<file path="src/rtl/sram_tile_reader.sv">
// -----------------------------------------------------------------------------
// sram_tile_reader
//
// Purpose:
//   Read sequencer sitting directly behind the 512x24 dual-port SRAM wrapper.
//   Walks a 2-D tile (i_NumRows rows of i_RowLen words, row starts i_Stride
//   words apart, addresses wrapping modulo 2^ADDR_W) in row-major order,
//   drives SRAM port A read controls, and delivers the returned words on a
//   valid/ready stream, tagging the final word with o_Last. A small
//   credit-limited skid FIFO absorbs the SRAM read latency so backpressure
//   never drops a word.
//
// Build option:
//   SRAM_RD_REG_EN - when defined, i_DataOut_A passes through an extra input
//                    register (read latency 2) and the FIFO depth / credit
//                    limit grow from 2 to 3 so full throughput is preserved.
//
// Ports:
//   CLK          clock, all state updates on the rising edge
//   RSTn         synchronous active-low reset
//   i_Start      one-cycle start strobe (only honoured in IDLE)
//   i_BaseAddr   address of tile word (0,0)
//   i_RowLen     words per row
//   i_NumRows    number of rows
//   i_Stride     address step between row starts
//   o_Addr_A     SRAM port A address (registered)
//   o_EN_R_A     SRAM port A read enable (registered, active high)
//   i_DataOut_A  SRAM port A read data
//   o_Data       stream data (FIFO head)
//   o_Valid      stream valid (FIFO not empty)
//   i_Ready      stream ready from consumer
//   o_Last       marks the final word of the tile
//   o_Busy       high while a tile is being issued/drained
//   o_Done       one-cycle pulse at tile completion
// -----------------------------------------------------------------------------
module sram_tile_reader #(
  parameter int ADDR_W = 9,
  parameter int DATA_W = 24,
  parameter int CNT_W  = 9
) (
  input  logic              CLK,
  input  logic              RSTn,
  input  logic              i_Start,
  input  logic [ADDR_W-1:0] i_BaseAddr,
  input  logic [CNT_W-1:0]  i_RowLen,
  input  logic [CNT_W-1:0]  i_NumRows,
  input  logic [CNT_W-1:0]  i_Stride,
  output logic [ADDR_W-1:0] o_Addr_A,
  output logic              o_EN_R_A,
  input  logic [DATA_W-1:0] i_DataOut_A,
  output logic [DATA_W-1:0] o_Data,
  output logic              o_Valid,
  input  logic              i_Ready,
  output logic              o_Last,
  output logic              o_Busy,
  output logic              o_Done
);

`ifdef SRAM_RD_REG_EN
  localparam int DEPTH = 3;
`else
  localparam int DEPTH = 2;
`endif
  localparam int PTR_W = 2;

  typedef enum logic [1:0] {
    S_IDLE  = 2'd0,
    S_ISSUE = 2'd1,
    S_DRAIN = 2'd2,
    S_DONE  = 2'd3
  } state_t;

  state_t state_q, state_d;

  // Latched tile configuration
  logic [CNT_W-1:0]  row_len_q, row_len_d;
  logic [CNT_W-1:0]  num_rows_q, num_rows_d;
  logic [CNT_W-1:0]  stride_q, stride_d;

  // Walk position
  logic [ADDR_W-1:0] row_base_q, row_base_d;
  logic [CNT_W-1:0]  col_q, col_d;
  logic [CNT_W-1:0]  row_q, row_d;

  // Registered SRAM controls plus the "final word" tag riding with the read
  logic [ADDR_W-1:0] addr_q, addr_d;
  logic              en_q, en_d;
  logic              rd_last_q, rd_last_d;

`ifdef SRAM_RD_REG_EN
  // Second pipeline stage for the registered read-data path
  logic              en_p_q;
  logic              last_p_q;
  logic [DATA_W-1:0] rd_data_q;
`endif

  // Skid FIFO
  logic [DATA_W-1:0] fifo_data_q [DEPTH];
  logic [DATA_W-1:0] fifo_data_d [DEPTH];
  logic              fifo_last_q [DEPTH];
  logic              fifo_last_d [DEPTH];
  logic [PTR_W-1:0]  wr_ptr_q, wr_ptr_d;
  logic [PTR_W-1:0]  rd_ptr_q, rd_ptr_d;
  logic [PTR_W-1:0]  count_q, count_d;

  logic              pop;
  logic              cap_valid;
  logic [DATA_W-1:0] cap_data;
  logic              cap_last;
  logic [2:0]        inflight;
  logic [2:0]        credit_used;
  logic              can_issue;
  logic              issue;
  logic              is_last_col;
  logic              is_last_row;
  logic [DATA_W-1:0] head_data;
  logic              head_last;

  // ---------------------------------------------------------------------------
  // Capture path selection and credit accounting
  // ---------------------------------------------------------------------------
  always_comb begin
    pop = (count_q != '0) && i_Ready;
`ifdef SRAM_RD_REG_EN
    cap_valid = en_p_q;
    cap_data  = rd_data_q;
    cap_last  = last_p_q;
    inflight  = 3'(en_q) + 3'(en_p_q);
`else
    cap_valid = en_q;
    cap_data  = i_DataOut_A;
    cap_last  = rd_last_q;
    inflight  = 3'(en_q);
`endif
    // Words the FIFO must still hold once this cycle's pop has left; a new
    // read may only be issued if it would still fit.
    credit_used = 3'(count_q) - 3'(pop) + inflight;
    can_issue   = credit_used < 3'(DEPTH);
  end

  // ---------------------------------------------------------------------------
  // FSM next state and address generation
  // ---------------------------------------------------------------------------
  always_comb begin
    state_d    = state_q;
    row_len_d  = row_len_q;
    num_rows_d = num_rows_q;
    stride_d   = stride_q;
    row_base_d = row_base_q;
    col_d      = col_q;
    row_d      = row_q;
    addr_d     = addr_q;
    en_d       = 1'b0;
    rd_last_d  = 1'b0;

    is_last_col = (col_q == row_len_q - CNT_W'(1));
    is_last_row = (row_q == num_rows_q - CNT_W'(1));
    issue       = (state_q == S_ISSUE) && can_issue;

    case (state_q)
      S_IDLE: begin
        if (i_Start) begin
          row_len_d  = i_RowLen;
          num_rows_d = i_NumRows;
          stride_d   = i_Stride;
          row_base_d = i_BaseAddr;
          col_d      = '0;
          row_d      = '0;
          if ((i_RowLen == '0) || (i_NumRows == '0)) begin
            state_d = S_DONE;
          end else begin
            state_d = S_ISSUE;
          end
        end
      end
      S_ISSUE: begin
        if (issue && is_last_col && is_last_row) begin
          state_d = S_DRAIN;
        end
      end
      S_DRAIN: begin
        // Nothing left in the FIFO after this pop and nothing still returning
        if (credit_used == '0) begin
          state_d = S_DONE;
        end
      end
      S_DONE: begin
        state_d = S_IDLE;
      end
      default: begin
        state_d = S_IDLE;
      end
    endcase

    if (issue) begin
      addr_d    = row_base_q + ADDR_W'(col_q);
      en_d      = 1'b1;
      rd_last_d = is_last_col && is_last_row;
      if (is_last_col) begin
        col_d      = '0;
        row_d      = row_q + CNT_W'(1);
        row_base_d = row_base_q + ADDR_W'(stride_q);
      end else begin
        col_d = col_q + CNT_W'(1);
      end
    end
  end

  // ---------------------------------------------------------------------------
  // FIFO next state
  // ---------------------------------------------------------------------------
  genvar gi;
  generate
    for (gi = 0; gi < DEPTH; gi++) begin : g_fifo_next
      always_comb begin
        fifo_data_d[gi] = fifo_data_q[gi];
        fifo_last_d[gi] = fifo_last_q[gi];
        if (cap_valid && (wr_ptr_q == PTR_W'(gi))) begin
          fifo_data_d[gi] = cap_data;
          fifo_last_d[gi] = cap_last;
        end
      end
    end
  endgenerate

  always_comb begin
    wr_ptr_d = wr_ptr_q;
    rd_ptr_d = rd_ptr_q;
    if (cap_valid) begin
      wr_ptr_d = (wr_ptr_q == PTR_W'(DEPTH - 1)) ? '0 : wr_ptr_q + PTR_W'(1);
    end
    if (pop) begin
      rd_ptr_d = (rd_ptr_q == PTR_W'(DEPTH - 1)) ? '0 : rd_ptr_q + PTR_W'(1);
    end
    count_d = count_q + PTR_W'(cap_valid) - PTR_W'(pop);
  end

  // Head-of-FIFO mux
  always_comb begin
    head_data = '0;
    head_last = 1'b0;
    for (int i = 0; i < DEPTH; i++) begin
      if (rd_ptr_q == PTR_W'(i)) begin
        head_data = fifo_data_q[i];
        head_last = fifo_last_q[i];
      end
    end
  end

  // ---------------------------------------------------------------------------
  // Registers
  // ---------------------------------------------------------------------------
  always_ff @(posedge CLK) begin
    if (!RSTn) begin
      state_q    <= S_IDLE;
      row_len_q  <= '0;
      num_rows_q <= '0;
      stride_q   <= '0;
      row_base_q <= '0;
      col_q      <= '0;
      row_q      <= '0;
      addr_q     <= '0;
      en_q       <= 1'b0;
      rd_last_q  <= 1'b0;
      wr_ptr_q   <= '0;
      rd_ptr_q   <= '0;
      count_q    <= '0;
    end else begin
      state_q    <= state_d;
      row_len_q  <= row_len_d;
      num_rows_q <= num_rows_d;
      stride_q   <= stride_d;
      row_base_q <= row_base_d;
      col_q      <= col_d;
      row_q      <= row_d;
      addr_q     <= addr_d;
      en_q       <= en_d;
      rd_last_q  <= rd_last_d;
      wr_ptr_q   <= wr_ptr_d;
      rd_ptr_q   <= rd_ptr_d;
      count_q    <= count_d;
    end
  end

`ifdef SRAM_RD_REG_EN
  always_ff @(posedge CLK) begin
    if (!RSTn) begin
      en_p_q    <= 1'b0;
      last_p_q  <= 1'b0;
      rd_data_q <= '0;
    end else begin
      en_p_q    <= en_q;
      last_p_q  <= rd_last_q;
      rd_data_q <= i_DataOut_A;
    end
  end
`endif

  // FIFO storage is cleared on reset so o_Data reads 0 out of reset
  generate
    for (gi = 0; gi < DEPTH; gi++) begin : g_fifo_reg
      always_ff @(posedge CLK) begin
        if (!RSTn) begin
          fifo_data_q[gi] <= '0;
          fifo_last_q[gi] <= 1'b0;
        end else begin
          fifo_data_q[gi] <= fifo_data_d[gi];
          fifo_last_q[gi] <= fifo_last_d[gi];
        end
      end
    end
  endgenerate

  // ---------------------------------------------------------------------------
  // Outputs
  // ---------------------------------------------------------------------------
  assign o_Addr_A = addr_q;
  assign o_EN_R_A = en_q;
  assign o_Valid  = (count_q != '0);
  assign o_Data   = head_data;
  assign o_Last   = o_Valid && head_last;
  assign o_Busy   = (state_q == S_ISSUE) || (state_q == S_DRAIN);
  assign o_Done   = (state_q == S_DONE);

endmodule

</file>
<file path="config.mk">
export PLATFORM = sky130hd
export DESIGN_NAME = sram_tile_reader
export DESIGN_NICKNAME = d
export VERILOG_FILES = /design/src/rtl/sram_tile_reader.sv
export SDC_FILE = /design/constraint.sdc
export NUM_CORES = 1
export LEC_CHECK = 0
export CORE_ASPECT_RATIO = 2
export CORE_MARGIN = 3
export CORE_UTILIZATION = 35
export CTS_CLUSTER_SIZE = 40
export DETAILED_ROUTE_END_ITERATION = 16
export HOLD_SLACK_MARGIN = 0.15
export RECOVER_POWER = 100
export SETUP_SLACK_MARGIN = 0.02
export SYNTH_ARGS = -nofsm -noshare
export SYNTH_HDL_FRONTEND = slang
export SYNTH_SLANG_ARGS = --single-unit
</file>
<file path="constraint.sdc">
create_clock -name CLK -period 5.28 [get_ports CLK]
set_input_delay 0.792 -clock CLK [delete_from_list [all_inputs] [get_ports CLK]]
set_output_delay 0.792 -clock CLK [all_outputs]
set_load 0.01 [all_outputs]
</file>
# == Yosys cells after proc, flatten, opt, wreduce, memory -nomap -nowiden ==
# Memory sizes are Yosys's and may differ from the RTL's.
# Index checks and enable logic that the tools add are counted.
# classes
n_eq_ne,10
muxes,34
magnitude_cmp,1
reduce_logical,23
addsub,12
n_bitwise,4
# ops
operator,n
$mux 24,6
$mux 9,12
$add 9x1->9 const B,2
$add 9x9->9,2
$eq 9x9->1,2
$logic_not 9->1,2
$sub 9x1->9 const B,2
$mux 2,6
$mux 1,9
$logic_and 1x1->1,8
$pmux 2 s4,1
$eq 2x1->1 const B,3
$logic_not 2->1,3
$reduce_and 2->1,3
$reduce_bool 2->1,3
$add 2x1->2 const B,2
$eq 2x2->1 const B,2
$ne 2x2->1 const B,2
$or 1x1->1,4
$add 3x1->3,1
$logic_not 3->1,1
$lt 3x2->1 const B,1
$reduce_and 3->1,1
$sub 2x1->3,1
4 further kinds,5
# word_totals
reg_bits,73
output_inout_bits,38
ramBits,50
in_bits,64
elab_cells,99
memories,2
# memory_table
name,words,width,rd,rd_ports_with_merged_regs,write_ports,line_no,rtl
fifo_data_q,2,24,2,0,2,98,logic [DATA_W-1:0] fifo_data_q [DEPTH];
fifo_last_q,2,1,2,0,2,100,logic fifo_last_q [DEPTH];

# == Longest topological paths before layout ==
# Gate-level depths: netlist of run 1.
# depth
word_depth,10
mapped_depth,17
ltp_nobuf,15

# == Least setup slack after synthesis of run 1 ==
# OpenSTA, ideal clock, no wires.
# synth_path
kind,input port to flip-flop
from,input i_Ready
to,register row_q[3]
cell_stages,14
arrival_time_ns,3.056
t_required_ns,5.152
setup_slack_ns,2.096
n_path_buf,2
setup_time_ns,0.128
path_cell_list,and2_1 ha_1 inv_1 ha_1 inv_1 fa_1 xnor2_1 and2_1 nand2_1 or4_4 buf_6 buf_6 a31oi_1 nor2_1
# synth_via
elab_chain_len,6
# synth_lines
item,line_no,rtl
start: declaration,53,"input logic i_Ready,"
$logic_and 1x1->1,123,pop = (count_q != '0) && i_Ready;
$sub 2x1->3,137,credit_used = 3'(count_q) - 3'(pop) + inflight;
$add 3x1->3,137,
$lt 3x2->1,138,can_issue = credit_used < 3'(DEPTH);
$logic_and 1x1->1,158,issue = (state_q == S_ISSUE) && can_issue;
$mux 9,195,if (issue) begin
end signal: assignment,275,row_q <= row_d;
end: declaration,83,"logic [CNT_W-1:0] row_q, row_d;"
# No other way between the ends.
# A chain may end at the register's enable or synchronous reset.

# == Worst setup path in the final report of run 1 ==
# layout_path
from,input i_Ready
to,register row_base_q[7]
# layout_via
elab_chain_len,6
# layout_lines
item,line_no,rtl
$logic_and 1x1->1,123,
net pop,106,logic pop;
$sub 2x1->3,137,
$add 3x1->3,137,
$lt 3x2->1,138,
$logic_and 1x1->1,158,
$mux 9,195,
end signal: assignment,273,row_base_q <= row_base_d;
end: declaration,81,"logic [ADDR_W-1:0] row_base_q, row_base_d;"
# The timed path passes the listed nets, and every way through them passes these cells.

==> results of run 1 <==
-- logic make-up after synthesis --
logic type / Yosys count / synth area share, %
flops: 123 / 38.3
compound gates: 174 / 16.3
xor+xnor: 35 / 4.74
mux: 32 / 4.96
fa+ha+maj: 29 / 5.96
simple gates: 358 / 25.0
buf+inv: 73 / 4.72
-- power by group through the flow --
stage / Clock [mW] / Combinational [mW] / Sequential (mW)
2_1_floorplan: 0 / 0.747 / 1.14
3_3_place_gp: 0 / 1.02 / 1.22
3_5_place_dp: 0 / 1.03 / 1.23
4_1_cts: 1.16 / 1.04 / 1.21
5_1_grt: 1.20 / 1.12 / 1.22
6_report: 1.13 / 0.992 / 1.20
-- worst max-delay path by stage --
stage / slack, ns / end / cells after the start
finish: 1.12 / row_base_q[7]$_SDFF_PN0_ / 13
global placement: 1.19 / row_base_q[7]$_SDFF_PN0_ / 13
global route: 0.85 / row_base_q[7]$_SDFF_PN0_ / 13
CTS: 1.59 / col_q[4]$_SDFFE_PN0P_ / 15
detailed placement: 1.13 / col_q[2]$_SDFFE_PN0P_ / 15
floorplan: 2.10 / row_q[3]$_SDFF_PN0_ / 14
-- state kept, by name (all words and copies together), names as in the netlist --
| register | count |
|---|---|
| cap_last | 1 |
| col_q | 9 |
| count_q | 2 |
| fifo_data_q | 48 |
| fifo_last_q | 2 |
| num_rows_q | 9 |
| o_Addr_A | 9 |
| o_EN_R_A | 1 |
| rd_ptr_q | 2 |
| row_base_q | 9 |
| row_len_q | 9 |
| row_q | 9 |
| state_q | 2 |
| stride_q | 9 |
| wr_ptr_q | 2 |
-- final cells by class --
class / instances / area [um2]
Clock buffer: 23 / 478
Inverter: 25 / 95.1
Sequential cell: 123 / 2470
Multi-Input combinational cell: 628 / 3670
Tap cell: 213 / 267
Timing Repair Buffer: 107 / 1050
Clock inverter: 7 / 91.3
Fill cell: 1858 / 9830
-- tightest hold or removal path, cell delays in order (launching register included) --
cell	delay, ns
dfxtp_1	0.31
nand2_1	0.05
a21oi_1	0.05
-- layer usage --
metal	share of wire (%)	global-route usage, %	vias up	routed length, um
met4	1.8	7.74	0	310
met5	0	0	-	0
met3	2.3	2.72	14	387
li1	-	-	2969	-
met1	38	18.3	2736	6580
met2	58	33.6	88	9910
-- cell usage after synthesis, types with 10 or more instances --
library cell    n  area share [%]
a21oi_1       103             8.0
and3_1         10            0.97
clkbuf_1       37             2.1
dfxtp_1       122              38
ha_1           26             5.0
inv_1          25             1.5
mux2i_1        32             5.0
nand2_1       194              11
nand2b_1       12             1.2
nand3_1        24             1.9
nor2_1         58             3.4
nor3_1         13             1.0
o21ai_0        15             1.2
xnor2_1        20             2.7
xor2_1         15             2.0
-- stage by stage --
stage	instance area (um2)	util (%)	total power, mW	setup slack (ns)
6_report	8120	45.2	3.33	1.12
5_1_grt	8120	45.2	3.54	0.846
4_1_cts	8150	45.4	3.41	1.59
3_5_place_dp	7580	42.2	2.26	1.13
3_3_place_gp	7580	42.2	2.25	1.19
2_1_floorplan	6460	-	1.89	2.10
==> impl_metrics.py, run 1 <==
metrics = {
    "floorplanning": {
        "initial_core_utilization_pct": 36.0,
        "floorplan.core_area_um2": 18000,
        "count_of_boundary_i_o_pins": 102,
        "placementRows": 69,
        "dieHeight_um": 198,
        "die_area_um2": 20200,
        "dieWidth_um": 102,
    },
    "drt": {
        "wl_per_cell_um": 15.3,
        "final_antenna_net_count": 0,
        "drtPass1Iterations": 5,
        "vias": 5807,
        "wl_um": 17200,
        "dr.first_iter.drc_count": 158,
        "drc": 0,
        "vias_per_instance": 5.16,
    },
    "critical_path": {
        "critPathBufInv": 3,
        "critical_path.startpoint": "i_Ready",
        "crit-reg2reg-capture": "row_base_q[7]$_SDFF_PN0_",
        "reg2reg_setup_slack_ns": 1.49,
        "critPathSlowestCell": "or4_1",
        "crit_path_max_incr_delay_ns": 0.82,
        "critPathCaptureType": "flop",
        "reg2reg_depth": 14,
        "worstPathCellList": "dlygate4sd3_1, and2_0, ha_1, inv_1, ha_1, inv_1, fa_1, xnor2_1, and2_0, nand2_1, or4_1, and3_2, a211oi_2",
        "worstPathArrival_ns": 4.47,
        "critical_path.reg2reg.startpoint": "count_q[1]$_SDFF_PN0_",
        "worstPathMaxFanout": 16,
        "cp-start-kind": "input pin",
        "critPathKind": "input pin to flop",
        "critical-path-top-delay-family": "simple AND/OR/NAND/NOR gates",
        "required_time_of_the_worst_setup_path_ns": 5.59,
    },
    "placement": {
        "placer_congestion": 0.838,
        "dp_hpwl_um": 12500,
        "post-place-cells": 1096,
        "place.port_buffers": 101,
    },
    "logic_synthesis": {
        "synth_area_um2": 6460,
        "ys_seq_elements": 123,
        "synth-seq-area-share_pct": 38.3,
        "synth_enable_flop_cells": 1,
        "ys_types": 57,
        "syn-num-nets": 917,
        "dominantRegCellSynth": "dfxtp_1",
        "ys_warn_count": 0,
        "synth.avg_cell_area_um2": 7.84,
        "syn-instance-count": 824,
        "synthArstFlopShare_pct": 0,
    },
    "finish": {
        "diodes_inserted": 0,
        "layout_commonest_cell": "nand2_1",
        "layout-drive-gt1-share_pct": 5.15,
        "syn2layout_area_growth_pct": 25.7,
        "stdcell_count": 1126,
        "layout.cells.most_common_list": "nand2_1, dfxtp_1, a21oi_1",
        "nNetsFinal": 995,
    },
    "sta": {
        "skew_ns": 0.0126,
        "post-route-min-period_ns": 4.16,
        "achievable-frequency_ghz": 0.240,
        "timing.final.crit_share_pct": 78.8,
        "rsz0062_at_grt": "false",
        "finalSetupViolCount": 0,
        "max_slew.worst_pin.slew_ns": 1.73,
        "setup-tns-final_ns": 0,
        "worst_slew_margin_relative_to_its_limit_pct": -15.4,
        "post_route_worst_hold_slack_ns": 0.448,
        "count_of_pins_over_their_slew_limit": 102,
        "timing.final.hold_violations": 0,
    },
    "hold_path": {
        "min_path_cells": 2,
        "holdPathEnd": "fifo_last_q[0]$_DFF_P_",
        "hp-start": "cap_last$_SDFF_PN0_",
        "holdCritPathClass": "flop to flop",
    },
    "clocking": {
        "ctsRootBufferMaster": "clkbuf_16",
        "clock_latency_ns": 0.41,
        "cts.repair.resized": 0,
        "clock_sink_count": 123,
        "cts_buffer_depth": 2,
        "cts-htree-levels": 4,
        "cts.repair_timing.setup_buffer_count": 0,
        "cts_tree": "yes",
        "cts.reportedPaths.clkPinSlew_ns": 0.06,
        "cts_hold_repair.buffers": 0,
        "cts-buffers-inserted": 17,
    },
    "global_routing": {
        "via_count_of_the_first_global_routing_pass": 5725,
        "grt_start_max_net_pins": 74,
        "antenna_found_initial": 0,
        "track_usage_pct": 17.6,
        "grt_first_pass_wirelength_um": 27900,
        "globalRoute.totalOverflow": 0,
    },
    "power_and_ir_drop": {
        "powerDensity_nw_per_um2": 410,
        "switchingPower_mw": 1.11,
        "leakage_nw": 3.12,
        "vdd_ir_drop_max_v": 0.000226,
        "combPwrFrac_pct": 29.8,
        "p_clk_share_pct": 34.0,
        "internal_power_mw": 2.22,
        "power.switching_fraction_pct": 33.3,
        "power.sequential.fraction_pct": 36.2,
    },
    "outcome": {
        "violations": "capacitance limit, slew limit",
        "outcome": "finished, violations left",
    },
    "job": {
        "max_cap_viol": 2,
    },
}
Power figures use the tool's default switching activity.
==> run 2: changes to the inputs <==
Clock period 5.28 ns to 3.9 ns, I/O delays scaled along.
==> impl_metrics.py, run 2 (same netlist as run 1, synthesis figures left out) <==
metrics = {
    "global_routing": {
        "via_count_of_the_first_global_routing_pass": 5836,
        "track_usage_pct": 17.9,
        "globalRoute.totalOverflow": 0,
        "grt_start_max_net_pins": 43,
        "antenna_found_initial": 0,
        "grt_first_pass_wirelength_um": 28500,
    },
    "placement": {
        "place.port_buffers": 101,
        "post-place-cells": 1102,
        "placer_congestion": 0.856,
        "dp_hpwl_um": 12900,
    },
    "sta": {
        "achievable-frequency_ghz": 0.285,
        "finalSetupViolCount": 0,
        "timing.final.hold_violations": 0,
        "skew_ns": 0.0148,
        "count_of_pins_over_their_slew_limit": 28,
        "max_slew.worst_pin.slew_ns": 1.65,
        "worst_slew_margin_relative_to_its_limit_pct": -9.97,
        "post-route-min-period_ns": 3.51,
        "setup-tns-final_ns": 0,
        "rsz0062_at_grt": "false",
        "timing.final.crit_share_pct": 90.0,
    },
    "critical_path": {
        "critPathSlowestCell": "dfxtp_1",
        "worstPathArrival_ns": 2.92,
        "reg2reg_depth": 16,
        "crit_path_max_incr_delay_ns": 1.43,
        "worstPathCellList": "mux2i_1, nor2_1, dlygate4sd3_1",
        "critPathKind": "flop to output port",
        "worstPathMaxFanout": 27,
        "critPathCaptureType": "output port",
        "cp-start-kind": "flop",
        "required_time_of_the_worst_setup_path_ns": 3.31,
    },
    "power_and_ir_drop": {
        "powerDensity_nw_per_um2": 559,
        "leakage_nw": 3.13,
        "vdd_ir_drop_max_v": 0.000299,
    },
    "drt": {
        "dr.first_iter.drc_count": 148,
        "vias": 5819,
        "wl_um": 17400,
        "dr_wl_met3_um": 495,
        "final_antenna_net_count": 0,
        "dr_wl_met2_um": 9950,
        "drtPass1Iterations": 4,
        "routed.top_layer": "met4",
        "drt-met1-wl_um": 6400,
        "vias_per_instance": 5.13,
        "wl_per_cell_um": 15.3,
        "drc": 0,
    },
    "floorplanning": {
        "dieWidth_um": 102,
        "dieHeight_um": 198,
        "die_area_um2": 20200,
        "floorplan.core_area_um2": 18000,
        "count_of_boundary_i_o_pins": 102,
        "initial_core_utilization_pct": 36.0,
        "placementRows": 69,
    },
    "clocking": {
        "cts.repair.resized": 0,
        "cts.repair_timing.setup_buffer_count": 0,
        "cts_buffer_depth": 2,
        "cts.reportedPaths.clkPinSlew_ns": 0.06,
        "cts_tree": "yes",
        "clock_latency_ns": 0.42,
        "cts_hold_repair.buffers": 0,
        "ctsRootBufferMaster": "clkbuf_16",
        "cts-buffers-inserted": 17,
        "cts-htree-levels": 4,
        "clock_sink_count": 123,
    },
    "finish": {
        "layout.cells.most_common_list": "nand2_1, dfxtp_1, a21oi_1",
        "largest_register_ff_count": 48,
        "layout_commonest_cell": "nand2_1",
        "diodes_inserted": 0,
        "stdcell_count": 1134,
        "layout-drive-gt1-share_pct": 5.75,
        "syn2layout_area_growth_pct": 26.4,
        "nNetsFinal": 1001,
        "largest_register": "fifo_data_q",
    },
    "outcome": {
        "violations": "capacitance limit, slew limit",
        "outcome": "finished, violations left",
    },
    "hold_path": {
        "min_path_cells": 2,
        "holdCritPathClass": "flop to flop",
    },
    "job": {
        "max_cap_viol": 1,
    },
}
## run 2: cell types whose count changed in the layout (fill, tap and decap cells not counted), sizes merged
cell	change
clkbuf	-3
clkdlybuf4s50	+1
inv	+3
dlygate4sd3	-1
clkinv	+2
buf	+6
## run 2: path summary, 6_finish.rpt
| check | startpoint | endpoint | slack (ns) |
|---|---|---|---|
| hold / removal | cap_last$_SDFF_PN0_ | fifo_last_q[0]$_DFF_P_ | 0.45 |
| setup / recovery | rd_ptr_q[0]$_SDFFE_PN0P_ | o_Data[19] | 0.39 |
| hold reg to reg | cap_last$_SDFF_PN0_ | fifo_last_q[0]$_DFF_P_ | 0.45 |
| setup reg to reg | count_q[1]$_SDFF_PN0_ | row_base_q[5]$_SDFF_PN0_ | 0.61 |
## run 2: routing by layer
layer | track usage [%] | vias up
met4 | 7.64 | 0
met1 | 18.0 | 2690
met5 | 0 | -
met3 | 3.00 | 33
met2 | 34.9 | 106
li1 | - | 2990
## run 2: area by class of cell
| type | instances | area (um2) |
|---|---|---|
| inverter | 25 | 95.1 |
| multi-input combinational | 628 | 3660 |
| sequential | 123 | 2470 |
| timing repair buffer | 113 | 1090 |
| clock inverter | 12 | 139 |
| fill | 1884 | 9790 |
| tap | 213 | 267 |
| clock buffer | 20 | 447 |
## run 2: power by group
group | leakage (nW) | internal, mW | switching, mW
registers | 1.00 | 1.42 | 0.210
logic | 1.85 | 0.621 | 0.748
clock network | 0.285 | 0.965 | 0.604
total | 3.13 | 3.01 | 1.56
## run 2: through the flow
stage          util, %  setup WS [ns]  area [um2]  total power [mW]  hold slack (ns)
2_1_floorplan        -          0.923        6460              2.56            0.427
3_3_place_gp      42.5          0.301        7630              3.07            0.440
3_5_place_dp      42.5          0.273        7630              3.09            0.441
4_1_cts           45.7          0.676        8210              4.68            0.450
5_1_grt           45.5          0.192        8170              4.87            0.465
6_report          45.5          0.391        8170              4.57            0.447
## run 2: critical path, delay by kind of cell (launching register included)
family	cells	cell delay (ns)
muxes	1	0.37
DFF	1	1.43
buffers and inverters	1	0.64
and+or+nand+nor	1	0.06
==> run 3: changes to the inputs <==
Settings changed: CTS_CLUSTER_SIZE 40 to 16.
==> results of run 3 <==
Final layout, timing and power as in run 2 (identical DEF).
